## config.mk

```make
export PLATFORM = sky130hd
export DESIGN_NAME = fetch_stage
export DESIGN_NICKNAME = d
export VERILOG_FILES = /design/src/rtl/fetch_pkg.sv /design/src/rtl/if_hold_buf.sv /design/src/rtl/fetch_stage.sv
export SDC_FILE = /design/constraint.sdc
export NUM_CORES = 1
export LEC_CHECK = 0
export ABC_AREA = 1
export BUFFER_PORTS_ARGS = -buffer_cell sky130_fd_sc_hd__buf_2
export CORE_ASPECT_RATIO = 2
export CORE_MARGIN = 2
export CORE_UTILIZATION = 49
export CTS_CLUSTER_DIAMETER = 200
export DETAILED_ROUTE_END_ITERATION = 6
export GPL_ROUTABILITY_DRIVEN = 0
export GPL_TIMING_DRIVEN = 0
export PLACE_DENSITY = 0.77
export SYNTH_ARGS = -nofsm -noshare
export SYNTH_HDL_FRONTEND = slang
export SYNTH_SLANG_ARGS = --single-unit
```

## constraint.sdc

```tcl
create_clock -name clk -period 7.6 [get_ports clk]
set_input_delay 0.38 -clock clk [delete_from_list [all_inputs] [get_ports clk]]
set_output_delay 0.38 -clock clk [all_outputs]
set_load 0.005 [all_outputs]
```

## src/rtl/fetch_pkg.sv

```systemverilog
// rtl/fetch_pkg.sv - shared fetch/decode constants, state encoding and opcode map
package fetch_pkg;

  localparam logic [31:0] NOP_INSTR = 32'h00000013;

  typedef enum logic [1:0] {
    ST_IDLE  = 2'd0,
    ST_FETCH = 2'd1,
    ST_KILL  = 2'd2,
    ST_HOLD  = 2'd3
  } fetch_state_e;

  localparam logic [6:0] OPC_LOAD      = 7'b0000011;
  localparam logic [6:0] OPC_MISC_MEM  = 7'b0001111;
  localparam logic [6:0] OPC_OP_IMM    = 7'b0010011;
  localparam logic [6:0] OPC_AUIPC     = 7'b0010111;
  localparam logic [6:0] OPC_OP_IMM_32 = 7'b0011011;
  localparam logic [6:0] OPC_STORE     = 7'b0100011;
  localparam logic [6:0] OPC_OP        = 7'b0110011;
  localparam logic [6:0] OPC_LUI       = 7'b0110111;
  localparam logic [6:0] OPC_OP_32     = 7'b0111011;
  localparam logic [6:0] OPC_BRANCH    = 7'b1100011;
  localparam logic [6:0] OPC_JALR      = 7'b1100111;
  localparam logic [6:0] OPC_JAL       = 7'b1101111;
  localparam logic [6:0] OPC_SYSTEM    = 7'b1110011;

  function automatic logic [6:0] opcode_of(input logic [31:0] instr);
    return instr[6:0];
  endfunction

endpackage

```

## src/rtl/if_hold_buf.sv

```systemverilog
// rtl/if_hold_buf.sv - one-entry {pc, instr} park register used while decode stalls
module if_hold_buf #(
  parameter int PC_W    = 64,
  parameter int INSTR_W = 32
) (
  input  logic               clk,
  input  logic               arst_n,
  input  logic               load,
  input  logic               clear,
  input  logic [PC_W-1:0]    pc_in,
  input  logic [INSTR_W-1:0] instr_in,
  output logic               valid,
  output logic [PC_W-1:0]    pc,
  output logic [INSTR_W-1:0] instr
);

  logic               valid_q, valid_d;
  logic [PC_W-1:0]    pc_q, pc_d;
  logic [INSTR_W-1:0] instr_q, instr_d;

  // clear wins so a redirect in the same cycle always empties the entry
  always_comb begin
    valid_d = valid_q;
    pc_d    = pc_q;
    instr_d = instr_q;
    if (clear) begin
      valid_d = 1'b0;
    end else if (load) begin
      valid_d = 1'b1;
      pc_d    = pc_in;
      instr_d = instr_in;
    end
  end

  always_ff @(posedge clk) begin
    if (!arst_n) begin
      valid_q <= 1'b0;
      pc_q    <= '0;
      instr_q <= '0;
    end else begin
      valid_q <= valid_d;
      pc_q    <= pc_d;
      instr_q <= instr_d;
    end
  end

  assign valid = valid_q;
  assign pc    = pc_q;
  assign instr = instr_q;

endmodule

```

## src/rtl/fetch_stage.sv

```systemverilog
// rtl/fetch_stage.sv - PC, imem request/ready handshake, redirects and IF/ID register
module fetch_stage
  import fetch_pkg::*;
#(
  parameter int              PC_W     = 64,
  parameter int              INSTR_W  = 32,
  parameter logic [PC_W-1:0] RESET_PC = '0
) (
  input  logic               clk,
  input  logic               arst_n,
  input  logic               enable,
  input  logic               stall_id,
  input  logic               branch_taken,
  input  logic [PC_W-1:0]    branch_target,
  input  logic               jump,
  input  logic [PC_W-1:0]    jump_target,
  output logic               imem_req,
  output logic [PC_W-1:0]    imem_addr,
  input  logic               imem_ready,
  input  logic [INSTR_W-1:0] imem_rdata,
  output logic               if_id_valid,
  output logic [PC_W-1:0]    if_id_pc,
  output logic [INSTR_W-1:0] if_id_instr,
  output logic [6:0]         if_id_opcode
);

  localparam logic [INSTR_W-1:0] NOP_W = INSTR_W'(NOP_INSTR);

  fetch_state_e       state_q, state_d;
  logic [PC_W-1:0]    pc_q, pc_d;
  logic [PC_W-1:0]    addr_q, addr_d;
  logic               req_q, req_d;
  logic               valid_q, valid_d;
  logic [PC_W-1:0]    ipc_q, ipc_d;
  logic [INSTR_W-1:0] instr_q, instr_d;

  logic               buf_load, buf_clear, buf_valid;
  logic [PC_W-1:0]    buf_pc;
  logic [INSTR_W-1:0] buf_instr;

  logic               redirect;
  logic [PC_W-1:0]    target_raw, target, pc_plus4;

  assign redirect   = branch_taken | jump;
  assign target_raw = branch_taken ? branch_target : jump_target;
  assign target     = {target_raw[PC_W-1:2], 2'b00};
  assign pc_plus4   = pc_q + PC_W'(4);

  if_hold_buf #(.PC_W(PC_W), .INSTR_W(INSTR_W)) u_hold_buf (
    .clk      (clk),
    .arst_n   (arst_n),
    .load     (buf_load),
    .clear    (buf_clear),
    .pc_in    (pc_q),
    .instr_in (imem_rdata),
    .valid    (buf_valid),
    .pc       (buf_pc),
    .instr    (buf_instr)
  );

  always_comb begin
    state_d   = state_q;
    pc_d      = pc_q;
    valid_d   = valid_q;
    ipc_d     = ipc_q;
    instr_d   = instr_q;
    buf_load  = 1'b0;
    buf_clear = 1'b0;

    if (state_q != ST_IDLE && redirect) begin
      valid_d   = 1'b0;
      instr_d   = NOP_W;
      buf_clear = 1'b1;
      pc_d      = target;
      // an outstanding request must run to ready before the new address goes out
      if ((state_q == ST_FETCH || state_q == ST_KILL) && !imem_ready)
        state_d = ST_KILL;
      else
        state_d = ST_FETCH;
    end else begin
      unique case (state_q)
        ST_IDLE: begin
          if (enable) state_d = ST_FETCH;
        end
        ST_FETCH: begin
          if (imem_ready) begin
            pc_d = pc_plus4;
            if (!valid_q || !stall_id) begin
              valid_d = 1'b1;
              ipc_d   = pc_q;
              instr_d = imem_rdata;
            end else begin
              buf_load = 1'b1;
              state_d  = ST_HOLD;
            end
          end else if (!stall_id) begin
            valid_d = 1'b0;
            instr_d = NOP_W;
          end
        end
        ST_KILL: begin
          if (imem_ready) state_d = ST_FETCH;
        end
        ST_HOLD: begin
          if (!stall_id && buf_valid) begin
            valid_d   = 1'b1;
            ipc_d     = buf_pc;
            instr_d   = buf_instr;
            buf_clear = 1'b1;
            state_d   = ST_FETCH;
          end
        end
        default: state_d = ST_IDLE;
      endcase
    end

    req_d  = (state_d == ST_FETCH) || (state_d == ST_KILL);
    addr_d = (state_d == ST_KILL) ? addr_q : pc_d;
  end

  always_ff @(posedge clk) begin
    if (!arst_n) begin
      state_q <= ST_IDLE;
      pc_q    <= RESET_PC;
      addr_q  <= RESET_PC;
      req_q   <= 1'b0;
      valid_q <= 1'b0;
      ipc_q   <= '0;
      instr_q <= NOP_W;
    end else begin
      state_q <= state_d;
      pc_q    <= pc_d;
      addr_q  <= addr_d;
      req_q   <= req_d;
      valid_q <= valid_d;
      ipc_q   <= ipc_d;
      instr_q <= instr_d;
    end
  end

  assign imem_req     = req_q;
  assign imem_addr    = addr_q;
  assign if_id_valid  = valid_q;
  assign if_id_pc     = ipc_q;
  assign if_id_instr  = instr_q;
  assign if_id_opcode = instr_q[6:0];

endmodule

```

==> results.yml, run 1 <==
sta:
  setup_slack_ns: 3.820
  max-slew-margin-rel: 0.2891
  rsz0062_at_grt: "false"
  hold_violations: 0
  timing.fmax_ghz: 0.2646
  min_period_ns: 3.780
  tightest_slew_ns: 1.055
  final.period_utilization: 0.4973
  skew_ns: 0.01556
  setup_viol: 0
  setup-tns-final_ns: 0
  maxSlewViolCount: 0
detailed_routing:
  route.vias.total: 17540
  drcViolationCount: 11
  wl_per_cell_um: 21.48
  wirelength_mm: 64.60
  viasPerCell: 5.832
  drt_iter0_drc: 1579
  firstDrtPassIters: 7
  postRouteAntennaNets: 0
synth:
  synth_area_per_cell_sq_um: 6.746
  mappedNetlistNets: 2429
  syn_inst: 2255
  synth-seq-cells: 325
  synth_area_sq_um: 15210
  synth_ff_type: "dfxtp_1"
  ys_seq_area_frac: 0.4277
  synth_cell_type_count: 39
  synthArstFlopShare: 0
  yosys_warnings: 0
  synth_edf_count: 0
global_route:
  grt_max_degree: 16
  antenna_found_initial: 3
  grt_overflow_total: 0
  track_usage: 0.3891
  grt_pass1_vias: 17020
  grt_pass1_wl_mm: 94.30
worst_setup_path:
  crit_path_frequent_cell: "inv_1"
  cp_top_family: "buffers and inverters"
  worstPathRequired_ns: 8.10
  arrival_ns: 4.28
  critical_path_buf_inv_count: 8
  critical-path-max-stage-delay_ns: 0.51
  crit_type: "flop to flop"
  worst-path-max-fanout: 10
  cp-start-kind: "flop"
  cpMaxStageDelayCell: "ha_1"
  end_kind: "flop"
  cp_cell_sequence: "inv_1 -> ha_1 -> inv_1 -> o21ai_2 -> inv_2 -> buf_2 -> nand3_1 -> o311ai_0 -> ha_1 -> inv_2 -> clkbuf_1 -> clkbuf_1 -> o211ai_1 -> inv_1"
power:
  leakagePower_nw: 8.297
  pwr_density_cell_nw_per_um2: 230.4
  ir_worst_vdd_mv: 0.1979
floorplan:
  dieArea_sq_um: 32560
  die_h_um: 253.2
  die_x_um: 128.6
  num_rows: 91
  start_util: 0.4948
  ioPinCount: 336
  design.core.area_sq_um: 30740
clocking:
  post_cts_buffers: 0
  clkTransAtPathRegs_ns: 0.07
  numCtsBuffers: 28
  cts_htree_levels: 1
  cts_resized: 0
  clockRootBuffer: "clkbuf_16"
  clock_sinks: 325
  postCtsHoldBufs: 0
  cts_buffer_depth: 3
  clk_latency_ns: 0.61
  cts_tree: "yes"
placed_design:
  dp_worst_setup_slack_ns: 4.083
  place_inst: 2956
  port_buffers: 329
  dp_hpwl_mm: 49.93
cells_and_area:
  drive_gt1_frac: 0.1750
  fin_cells: 3008
  nNetsFinal: 2788
  syn_to_final_growth_pct: 20.15
outcome:
  status: "complete, but fails checks"
  violations: "DRC"
min_path:
  min_path_type: "primary input to flop"
flow_run:
  cap_violations: 0
## kinds of logic (layout without fill, tap and decap cells)
kind of cell,after synthesis,after routing,share of synthesized area
and+or+nand+nor,1121,1121,0.3037
AOI/OAI and AO/OA,478,478,0.1730
DFF,325,325,0.4277
buffers and inverters,310,689,0.08184
xor gates and xnor gates,14,14,0.008061
adders and majority gates,7,7,0.005757
other,0,2,0
## Yosys cell counts, drive strengths merged, types with 14 or more instances
cell type,instances,area share
nor3,14,0.0053
nand3,154,0.052
o21ai,233,0.077
nand2,596,0.15
buf,50,0.018
nor2,327,0.085
clkbuf,100,0.025
nand4,20,0.0082
o211ai,22,0.011
dfxtp,325,0.43
a21oi,116,0.038
inv,158,0.039
xor2,14,0.0081
a31oi,87,0.036
## state kept, by name, summed over array words and instances, names as in the netlist, 2 cells and up
name,count
state_q,2
u_hold_buf.pc,64
imem_addr,64
if_id_instr,32
u_hold_buf.instr,32
if_id_pc,64
pc_q,64
## report_power, final
part / internal, mW / switching, mW
clock network: 0.843 / 0.676
registers: 1.84 / 0.134
logic: 0.250 / 0.470
total: 2.93 / 1.28
## tightest hold or removal path, stage by stage
cell,delay (ns)
buf_2,0.08
o21ai_0,0.07
nor2_1,0.08
## worst paths after layout
kind                          from                  end  slack (ns)  depth (start not counted)
hold / removal       imem_rdata[0]  u_hold_buf.instr[0]        0.03                          3
setup / recovery        state_q[0]         imem_addr[9]        3.82                         14
hold reg to reg   u_hold_buf.pc[7]          if_id_pc[7]        0.47                          2
setup reg to reg        state_q[0]         imem_addr[9]        3.82                         14
## layer usage
metal,wire length (um),GRT usage,part of all wire
met2,31450,0.6728,0.49
met1,19520,0.3551,0.30
met5,11,0,0.00017
met3,5361,0.09127,0.083
met4,8260,0.4022,0.13
## cells in the final DEF, fill, tap and decap left out, types with 3 or more instances in the layout
cell       netlist  layout
a211o_1          3       3
a21oi_1        116     116
a311oi_1         9       9
a31oi_1         87      87
buf_1            7       7
buf_2           33     362
buf_4           10      10
clkbuf_1        98     103
clkbuf_16        0      29
clkbuf_8         0       8
clkinv_2         0       5
dfxtp_1        325     325
ha_1             7       7
inv_1          151     151
inv_2            7       7
nand2_1        590     590
nand2_2          4       4
nand3_1        150     150
nand3_2          3       3
nand4_1         20      20
nor2_1         314     314
nor2_2           7       7
nor2_4           6       6
nor3_1          12      12
o211ai_1        22      22
o21ai_0        230     230
or2_2            9       9
xor2_1          14      14
## through the flow
step	power, mW	hold WS, ns	cell area (sq um)	utilization
2_1_floorplan	2.315	0.4475	15210	-
3_3_place_gp	2.677	0.4571	17320	0.5635
3_5_place_dp	2.692	0.4599	17320	0.5635
4_1_cts	4.155	0.06317	18270	0.5944
5_1_grt	4.336	0.04937	18280	0.5945
6_report	4.211	0.03476	18280	0.5945
## layout make-up
| class | instances | area (sq um) |
|---|---|---|
| Antenna cell | 2 | 5.005 |
| Buffer | 150 | 644.4 |
| Clock buffer | 42 | 854.6 |
| Clock inverter | 8 | 93.84 |
| Fill cell | 2974 | 12460 |
| Inverter | 160 | 600.6 |
| Multi-Input combinational cell | 1620 | 7461 |
| Sequential cell | 325 | 6506 |
| Tap cell | 372 | 465.4 |
| Timing Repair Buffer | 329 | 1647 |
Note: power is estimated with default switching activity, not from simulation.
==> inputs of run 2 (changes only) <==
- clock period: 7.6 -> 3.6 ns (I/O delays scaled with it)
==> run 2 against run 1 <==
  * The run ends with DRC, hold timing left
  * Largest cell class unchanged
  * Critical path depth did not move
  * Highest routed layer unchanged
  * Fmax rose by 12%
  * Global-route usage rose by 0.23 points
  * Cell count rose by 1.2%
  * Wire length rose by 0.66%
  * Sequential power rose by 110%
  * Total power rose by 110%
==> results.yml, run 2 (synthesis results as in run 1) <==
clocking:
  clockRootBuffer: "clkbuf_16"
  cts_tree: "yes"
  cts_buffer_depth: 3
  cts_htree_levels: 1
  clkTransAtPathRegs_ns: 0.07
  numCtsBuffers: 28
  clock_sinks: 325
  clk_latency_ns: 0.61
  post_cts_buffers: 0
detailed_routing:
  viasPerCell: 5.822
  wl_per_cell_um: 21.35
  route.vias.total: 17730
  postRouteAntennaNets: 0
  firstDrtPassIters: 7
  wirelength_mm: 65.03
  drt_iter0_drc: 1529
  drcViolationCount: 7
worst_setup_path:
  worstPathRequired_ns: 4.09
  rr_endpoint: "imem_addr[7]"
  r2r_slack_ns: 0.23
  arrival_ns: 3.86
  worst-path-max-fanout: 17
  r2r_cells: 14
  worst_setup_path_startpoint: "state_q[0]"
  r2r_start: "state_q[0]"
  crit_type: "flop to flop"
  cp-start-kind: "flop"
  end_kind: "flop"
floorplan:
  die_x_um: 128.6
  die_h_um: 253.2
  num_rows: 91
  ioPinCount: 336
  design.core.area_sq_um: 30740
  start_util: 0.4948
  dieArea_sq_um: 32560
outcome:
  violations: "DRC, hold timing"
  status: "complete, but fails checks"
global_route:
  grt_overflow_total: 0
  grt_max_degree: 16
  antenna_found_initial: 1
  grt_pass1_wl_mm: 95.13
  grt_pass1_vias: 17270
  track_usage: 0.3913
placed_design:
  dp_hpwl_mm: 49.93
  dp_worst_setup_slack_ns: 0.1063
  place_inst: 2956
  port_buffers: 329
min_path:
  min_from: "branch_target[40]"
  hold_end: "pc_q[40]"
  min_path_type: "primary input to flop"
  holdPathStages: 5
cells_and_area:
  fin_cells: 3045
  syn_to_final_growth_pct: 22.79
  layout_commonest_cell: "nand2_1"
  nNetsFinal: 2827
  final_cell_mix: "nand2_1, buf_2, dfxtp_1, nor2_1, o21ai_0"
  drive_gt1_frac: 0.1725
  antenna_cells: 0
power:
  pwr_density_cell_nw_per_um2: 477.8
  p_total_mw: 8.925
  leakagePower_nw: 8.460
  ir_worst_vdd_mv: 0.4169
sta:
  hold_violations: 6
  rsz0062_at_grt: "false"
  skew_ns: 0.01905
  max-slew-margin-rel: 0.2849
  final.period_utilization: 0.9357
  timing.hold.ws_ns: -0.02317
  tightest_slew_ns: 1.061
  maxSlewViolCount: 0
  setup_slack_ns: 0.2313
  min_period_ns: 3.369
  setup_viol: 0
  setup-tns-final_ns: 0
  timing.fmax_ghz: 0.2969
flow_run:
  cap_violations: 0
[run 2: cell count changes in the layout (fill, tap and decap cells not counted), sizes merged]
cell         change
clkbuf           -1
diode            -2
buf              -1
dlygate4sd3     +41
[run 2: routing by layer]
metal  up-vias  track usage  routed length [um]
met2      1102       0.6784               31530
met4         2       0.4068                8437
li1       8185            -                   -
met3       457      0.08916                5400
met5         -            0                  12
met1      7982       0.3563               19640
[run 2: worst max-delay path, stage by stage, from the launching register on]
cell	delay, ns
dfxtp_1	0.42
inv_1	0.09
ha_1	0.21
inv_1	0.13
o21ai_2	0.22
buf_2	0.26
buf_2	0.25
o2111ai_1	0.17
nand2_1	0.09
ha_2	0.27
inv_2	0.27
buf_1	0.46
nand3_1	0.18
o211ai_1	0.14
inv_1	0.06
[run 2: metrics by stage]
stage                     hold slack [ns]  area (sq um)  utilization
final                            -0.02317         18680       0.6076
after global routing             0.001803         18680       0.6076
after CTS                        0.001498         18680       0.6077
after detailed placement           0.4548         17320       0.5635
after global placement             0.4501         17320       0.5635
after floorplan                    0.3467         15210            -
[run 2: cell type report]
type                       count  area, sq um
buffer                       148        635.6
clock buffer                  42        854.6
clock inverter                 8        93.84
fill                        2921        12060
inverter                     160        603.1
multi-input combinational   1620         7463
sequential                   325         6506
tap                          372        465.4
timing repair buffer         370         2057
[run 2: worst max-delay path by stage]
stage	to
3_3_place_gp	imem_addr[4]
6_report	imem_addr[7]
2_1_floorplan	imem_addr[10]
4_1_cts	imem_addr[10]
3_5_place_dp	imem_addr[10]
5_1_grt	imem_addr[7]
[run 2: power breakdown]
| part | leakage [nW] | switching [mW] | total, mW | internal (mW) |
|---|---|---|---|---|
| logic | 5.34 | 1.00 | 1.56 | 0.558 |
| clock network | 0.473 | 1.42 | 3.20 | 1.78 |
| registers | 2.65 | 0.284 | 4.16 | 3.88 |
| total | 8.46 | 2.71 | 8.93 | 6.21 |
[run 2: repair_timing]
action / CTS / global route
hold buffers: 41 / 0
hold endpoints to repair: 68 / 0
resized for setup: 0 / 3
setup endpoints to repair: 0 / 54
